File: src/rtl/appx_mult_pkg.sv
// Shared definitions for the approximate-multiplier result path.
// Holds the accumulator FSM states, the signed sum limits and the term-forming helper.
package appx_mult_pkg;

    localparam int PROD_W = 64;
    localparam int TERM_W = PROD_W + 2;

    localparam logic [PROD_W-1:0] SUM_MAX = 64'h7FFF_FFFF_FFFF_FFFF;
    localparam logic [PROD_W-1:0] SUM_MIN = 64'h8000_0000_0000_0000;

    typedef enum logic [1:0] {
        ACCUM = 2'd0,
        DRAIN = 2'd1,
        HOLD  = 2'd2
    } state_e;

    // The magnitude is widened by two bits first, so negating 2^64-1 cannot wrap.
    function automatic logic [TERM_W-1:0] signed_term(input logic [PROD_W-1:0] mag,
                                                      input logic            neg);
        logic [TERM_W-1:0] ext_v;
        ext_v = {2'b00, mag};
        if (neg) begin
            signed_term = ~ext_v + 66'd1;
        end else begin
            signed_term = ext_v;
        end
    endfunction

endpackage

File: src/rtl/appx_mult_accum_sat_add66.sv
// Combinational 66-bit add of a 64-bit signed accumulator and a 66-bit signed term,
// clamped to the 64-bit signed range, with a flag raised whenever the clamp engages.
module sat_add66
    import appx_mult_pkg::*;
(
    input  logic [PROD_W-1:0] acc,
    input  logic [TERM_W-1:0] term,
    output logic [PROD_W-1:0] sum,
    output logic              clamp
);

    logic [TERM_W-1:0] raw_s;
    logic              pos_ovf_s;
    logic              neg_ovf_s;

    // The exact sum always fits in 66 bits; it fits in 64 only when bits 65..63 agree.
    always_comb begin
        raw_s     = {{2{acc[PROD_W-1]}}, acc} + term;
        pos_ovf_s = 1'b0;
        neg_ovf_s = 1'b0;
        if (raw_s[TERM_W-1] == 1'b0) begin
            pos_ovf_s = raw_s[TERM_W-2] | raw_s[TERM_W-3];
        end else begin
            neg_ovf_s = ~(raw_s[TERM_W-2] & raw_s[TERM_W-3]);
        end
    end

    // Select the clamped or the in-range result.
    always_comb begin
        sum   = raw_s[PROD_W-1:0];
        clamp = 1'b0;
        if (pos_ovf_s) begin
            sum   = SUM_MAX;
            clamp = 1'b1;
        end else if (neg_ovf_s) begin
            sum   = SUM_MIN;
            clamp = 1'b1;
        end else begin
            sum   = raw_s[PROD_W-1:0];
            clamp = 1'b0;
        end
    end

endmodule

File: src/rtl/appx_mult_accum.sv
// Signed, saturating dot-product accumulator behind the approximate multipliers.
// Beats are sign-restored in S1, summed in S2, and each last-terminated group yields one result.
module appx_mult_accum
    import appx_mult_pkg::*;
#(
    parameter int CNT_W = 16
) (
    input  logic              clk,
    input  logic              rst,
    input  logic              in_valid,
    output logic              in_ready,
    input  logic [63:0]       in_prod,
    input  logic              in_sign,
    input  logic              in_last,
    output logic              out_valid,
    input  logic              out_ready,
    output logic [63:0]       out_sum,
    output logic [CNT_W-1:0]  out_count,
    output logic              out_sat
);

    state_e             state_r;
    state_e             state_nxt_s;
    logic               in_ready_r;
    logic               out_valid_r;
    logic               in_ready_nxt_s;
    logic               out_valid_nxt_s;
    logic               accept_s;
    logic               clear_s;

    logic               s1_valid_r;
    logic               s1_last_r;
    logic [TERM_W-1:0]  s1_term_r;

    logic [PROD_W-1:0]  acc_r;
    logic [CNT_W-1:0]   count_r;
    logic               sat_r;
    logic [PROD_W-1:0]  add_sum_s;
    logic               add_clamp_s;

    // in_ready_r tracks "state is ACCUM"; it is masked while reset is held.
    assign in_ready  = in_ready_r & ~rst;
    assign out_valid = out_valid_r;
    assign out_sum   = acc_r;
    assign out_count = count_r;
    assign out_sat   = sat_r;

    assign accept_s  = in_valid & in_ready;
    assign clear_s   = (state_r == HOLD) & out_ready;

    // Next-state logic: DRAIN waits until S1 has emptied into the accumulator.
    always_comb begin
        state_nxt_s = state_r;
        case (state_r)
            ACCUM: begin
                if (accept_s && in_last) begin
                    state_nxt_s = DRAIN;
                end else begin
                    state_nxt_s = ACCUM;
                end
            end
            DRAIN: begin
                if (s1_valid_r && s1_last_r) begin
                    state_nxt_s = DRAIN;
                end else begin
                    state_nxt_s = HOLD;
                end
            end
            HOLD: begin
                if (out_ready) begin
                    state_nxt_s = ACCUM;
                end else begin
                    state_nxt_s = HOLD;
                end
            end
            default: begin
                state_nxt_s = ACCUM;
            end
        endcase
    end

    // Handshake flags are decoded from the next state so they register alongside it.
    always_comb begin
        in_ready_nxt_s  = 1'b0;
        out_valid_nxt_s = 1'b0;
        if (state_nxt_s == ACCUM) begin
            in_ready_nxt_s = 1'b1;
        end else begin
            in_ready_nxt_s = 1'b0;
        end
        if (state_nxt_s == HOLD) begin
            out_valid_nxt_s = 1'b1;
        end else begin
            out_valid_nxt_s = 1'b0;
        end
    end

    // FSM state and registered handshake outputs.
    always_ff @(posedge clk) begin
        if (rst) begin
            state_r     <= ACCUM;
            in_ready_r  <= 1'b1;
            out_valid_r <= 1'b0;
        end else begin
            state_r     <= state_nxt_s;
            in_ready_r  <= in_ready_nxt_s;
            out_valid_r <= out_valid_nxt_s;
        end
    end

    // S1: capture the accepted beat as a 66-bit signed term.
    always_ff @(posedge clk) begin
        if (rst) begin
            s1_valid_r <= 1'b0;
            s1_last_r  <= 1'b0;
            s1_term_r  <= 66'd0;
        end else begin
            s1_valid_r <= accept_s;
            if (accept_s) begin
                s1_last_r <= in_last;
                s1_term_r <= signed_term(in_prod, in_sign);
            end
        end
    end

    sat_add66 u_sat_add66 (
        .acc   (acc_r),
        .term  (s1_term_r),
        .sum   (add_sum_s),
        .clamp (add_clamp_s)
    );

    // S2: saturating accumulate, sticky clamp flag and saturating term count.
    always_ff @(posedge clk) begin
        if (rst) begin
            acc_r   <= 64'd0;
            count_r <= {CNT_W{1'b0}};
            sat_r   <= 1'b0;
        end else if (clear_s) begin
            acc_r   <= 64'd0;
            count_r <= {CNT_W{1'b0}};
            sat_r   <= 1'b0;
        end else if (s1_valid_r) begin
            acc_r <= add_sum_s;
            sat_r <= sat_r | add_clamp_s;
            if (count_r != {CNT_W{1'b1}}) begin
                count_r <= count_r + {{(CNT_W-1){1'b0}}, 1'b1};
            end
        end
    end

endmodule

File: config.mk
export PLATFORM = sky130hd
export DESIGN_NAME = appx_mult_accum
export DESIGN_NICKNAME = d
export VERILOG_FILES = /design/src/rtl/appx_mult_pkg.sv /design/src/rtl/appx_mult_accum_sat_add66.sv /design/src/rtl/appx_mult_accum.sv
export SDC_FILE = /design/constraint.sdc
export NUM_CORES = 1
export LEC_CHECK = 0
export CELL_PAD_IN_SITES_DETAIL_PLACEMENT = 1
export CELL_PAD_IN_SITES_GLOBAL_PLACEMENT = 2
export CORE_MARGIN = 5
export CORE_UTILIZATION = 35
export DETAILED_ROUTE_END_ITERATION = 8
export PLACE_DENSITY = 0.88
export SETUP_SLACK_MARGIN = 0.1
export SLEW_MARGIN = 20
export SYNTH_ARGS = -nofsm -noshare
export SYNTH_HDL_FRONTEND = slang
export SYNTH_SLANG_ARGS = --single-unit
File: constraint.sdc
create_clock -name clk -period 7.11 [get_ports clk]
set_input_delay 0.711 -clock clk [delete_from_list [all_inputs] [get_ports clk]]
set_output_delay 0.711 -clock clk [all_outputs]
set_load 0.05 [all_outputs]
==> out/metrics.cfg <==
[outcome]
result_of_the_run = complete, no violations

[timing]
setup_repair_after_global_routing_missed_its_margin = no
slew-limit-headroom_pct = 37.0
max_freq_ghz = 0.204
worst_max_slew_pin_slew_ns = 0.944
min_period_over_period_pct = 68.9
layout_min_cycle_time_ns = 4.90
timing_max_transition_violations_final = 0
setup_viol_count_final = 0
report.final.hold_viol_count = 0
clock-skew-final_ns = 0.0120
fin_setup_tns_ns = 0

[clock_tree]
ctsRootBufferMaster = sky130_fd_sc_hd__clkbuf_16
cts_tree = yes
h_tree_levels = 4
num_clock_sinks = 153
ctsHoldBuffers = 0
post-cts-setup-buffer-count = 0
clkSlewWorstSetupHoldPaths_ns = 0.07
clock_latency_ns = 0.45
tritoncts.num_buffers = 17
ctsResizeCount = 0
clock_path_buffers = 2

[critical_path]
worstSetupEndpointType = register
crit_path_max_fanout = 38
critical_path_arrival_ns = 5.22
crit_path_start_kind = register
worstSetupPathType = reg2reg
cp.required_ns = 7.43
timing.rr.start = out_sum[3]
timing.critical_path.from = out_sum[3]

[cells_and_area]
share_of_final_layout_standard_cells_stronger_than_drive_strength_1_pct = 4.91
fin_util_pct = 42.8
p_r_area_growth_vs_syn_pct = 21.1
insertedDiodeCount = 0
layout.nets = 1651

[logic_synthesis]
synthAdderAreaFrac_pct = 7.75
ys.warnings.count = 0
synth_top_area_share_pct = 27.6
postSynthNetCount = 1562
synth_simple_gate_area_share_pct = 20.2
syn-mean-instance-area_um2 = 7.78
synth-xor-area-share_pct = 9.88
async_reset_ff_share_pct = 0
synth.cell_area_um2 = 11100
synth.area.mux_share_pct = 0.181
synth-edff-count = 0
post_synthesis_instance_total = 1424
ys_dominant_reg_cell = sky130_fd_sc_hd__dfxtp_1
ys_top_cells_by_area = sky130_fd_sc_hd__dfxtp_1, sky130_fd_sc_hd__o21ai_0, sky130_fd_sc_hd__ha_1
sequential_area_share_after_synthesis_pct = 27.6
synth_seq_cells = 153
post-synth-top-area-cell = sky130_fd_sc_hd__dfxtp_1
combinational_family_with_the_most_area_after_synthesis = compound AO/OA/AOI/OAI gates
synth_compound_area_share_pct = 30.4
netlist-cell-type-count = 70

[drt]
drc_errors = 0
detailedRoute.firstPassIterationCount = 5
routed_wirelength_mm = 41.5
route.detailed.wl_per_inst_um = 21.5
vias = 11400
viasPerCell = 5.91
ant_nets = 0
detail_route.iter0.violations = 726

[place]
dpl.hpwl_mm = 31.3
numPortBuffers = 152
final_estimated_routing_congestion_in_global_placement = 0.941

[grt]
initial_antenna_violation_count = 0
via_count_of_the_first_global_routing_pass = 11700
globalRouteTotalUtil_pct = 23.1
global_route_wire_length_before_repair_mm = 65.9
grt_start_max_net_pins = 95
grt_remaining_overflow = 0

[floorplan]
std_cell_rows = 65
die_w_um = 188
io-pin-count = 153
fp.coreArea_um2 = 31400
initial_core_util_pct = 35.3
fp.dieArea_um2 = 35300
y_dimension_of_the_die_um = 188

[power_and_ir_drop]
total_leakage_power_nw = 5.11
ir_worst_vdd_uv = 146
power_density_nw_per_um2 = 212
power_mw = 2.84

[hold_path]
min_path_type = reg2reg
holdCritStartpoint = state_r[1]

[job]
timing.max_cap.violations = 0

-- cell type report --
cell class	count	area [µm²]
clock buffer	17	425
clock inverter	15	154
fill	3768	18000
inverter	21	78.8
multi-input combinational	1159	7620
sequential	153	3060
tap	402	503
timing repair buffer	161	1580
-- flip-flops by register name, summed over array words and instances, names as in the netlist --
name and flops:
out_sum 64, out_valid 1, state_r 2, s1_term_r 66, s1_valid_r 1, out_sat 1
s1_last_r 1, in_ready_r 1, out_count 16
-- synthesized netlist by cell type, types with 5 or more instances --
cell type and count:
sky130_fd_sc_hd__nor2b_1 5, sky130_fd_sc_hd__o221a_2 5, sky130_fd_sc_hd__a21o_1 20, sky130_fd_sc_hd__o211ai_1 8
sky130_fd_sc_hd__a21boi_0 5, sky130_fd_sc_hd__a31oi_1 12, sky130_fd_sc_hd__nand3_1 23, sky130_fd_sc_hd__o21bai_1 8
sky130_fd_sc_hd__xor2_1 87, sky130_fd_sc_hd__o21a_1 10, sky130_fd_sc_hd__inv_1 21, sky130_fd_sc_hd__clkbuf_1 71
sky130_fd_sc_hd__o21ai_0 208, sky130_fd_sc_hd__and3_1 10, sky130_fd_sc_hd__or3_1 15, sky130_fd_sc_hd__ha_1 67
sky130_fd_sc_hd__and2_1 11, sky130_fd_sc_hd__a211oi_1 7, sky130_fd_sc_hd__o22ai_1 8, sky130_fd_sc_hd__dfxtp_1 153
sky130_fd_sc_hd__o31ai_1 68, sky130_fd_sc_hd__buf_2 14, sky130_fd_sc_hd__nor2_1 74, sky130_fd_sc_hd__nor3_1 23
sky130_fd_sc_hd__nand3b_1 65, sky130_fd_sc_hd__or4_1 16, sky130_fd_sc_hd__nand2_1 108, sky130_fd_sc_hd__o41ai_1 13
sky130_fd_sc_hd__and4_1 5, sky130_fd_sc_hd__o211a_1 5, sky130_fd_sc_hd__nand2b_1 10, sky130_fd_sc_hd__buf_1 5
sky130_fd_sc_hd__nand4_1 25, sky130_fd_sc_hd__xnor2_1 38, sky130_fd_sc_hd__a21oi_1 139
-- metrics by stage --
step / setup slack, ns / instance area, µm² / hold WS, ns / std cells
floorplan: 3.30 / 11100 / 0.414 / 1424
global placement: 2.56 / 12800 / 0.430 / 1896
detailed placement: 2.32 / 12800 / 0.444 / 1896
CTS: 2.28 / 13400 / 0.453 / 1928
global route: 1.87 / 13400 / 0.461 / 1928
finish: 2.21 / 13400 / 0.451 / 1928
-- critical path: stages, from the launching register on --
cell and delay, ns:
sky130_fd_sc_hd__dfxtp_1 0.33, sky130_fd_sc_hd__ha_1 0.37, sky130_fd_sc_hd__a21o_1 0.18, sky130_fd_sc_hd__a21oi_1 0.23, sky130_fd_sc_hd__a211oi_1 0.13, sky130_fd_sc_hd__o21ai_0 0.50
sky130_fd_sc_hd__a2111oi_2 0.22, sky130_fd_sc_hd__o21bai_1 0.51, sky130_fd_sc_hd__a2111oi_2 0.21, sky130_fd_sc_hd__o21a_2 0.42, sky130_fd_sc_hd__o32ai_4 0.88, sky130_fd_sc_hd__buf_4 0.59
sky130_fd_sc_hd__o22ai_1 0.16
-- path summary, 6_finish.rpt --
check | to | slack, ns | cells after the start
setup / recovery | out_sum[59] | 2.21 | 12
setup reg to reg | out_sum[59] | 2.21 | 12
hold / removal | state_r[0] | 0.45 | 1
hold reg to reg | state_r[0] | 0.45 | 1
-- kinds of logic after synthesis --
| family | count (synthesis) |
|---|---|
| fa+ha+maj | 68 |
| flops | 153 |
| mux | 2 |
| xor+xnor | 125 |
| buf+inv | 112 |
| compound gates | 551 |
| simple gates | 413 |
-- routing by layer --
layer  vias up  GRT usage (%)  part of all wire, %  routed length (µm)
met4         0           5.76                  1.6                 668
met3        39           4.17                  5.4                2250
met5         -              0                    0                   0
met1      5578           32.3                   48               20100
li1       5485              -                    -                   -
met2       287           37.0                   45               18500
-- cells in the final DEF, fill, tap and decap left out, drive strengths merged, types with 8 or more instances in the layout --
master and n:
a21oi 139, xor2 87, nand2 109, nand3 23, or4 20, dfxtp 153
or3 15, nand3b 65, ha 67, nor2 74, o41ai 13, clkbuf 17
xnor2 38, o21a 10, nand2b 11, buf 11, and2 11, and3 10
inv 31, o22ai 8, o211ai 8, o21ai 210, nor3 24, a31oi 12
clkdlybuf4s50 150, o31ai 68, a21o 20, o21bai 8, nand4 25
-- power breakdown --
group	total, mW	internal [mW]	switching (mW)
combinational	0.902	0.325	0.577
sequential	1.01	0.933	0.0788
clock	0.929	0.496	0.433
Power figures use the tool's default switching activity.
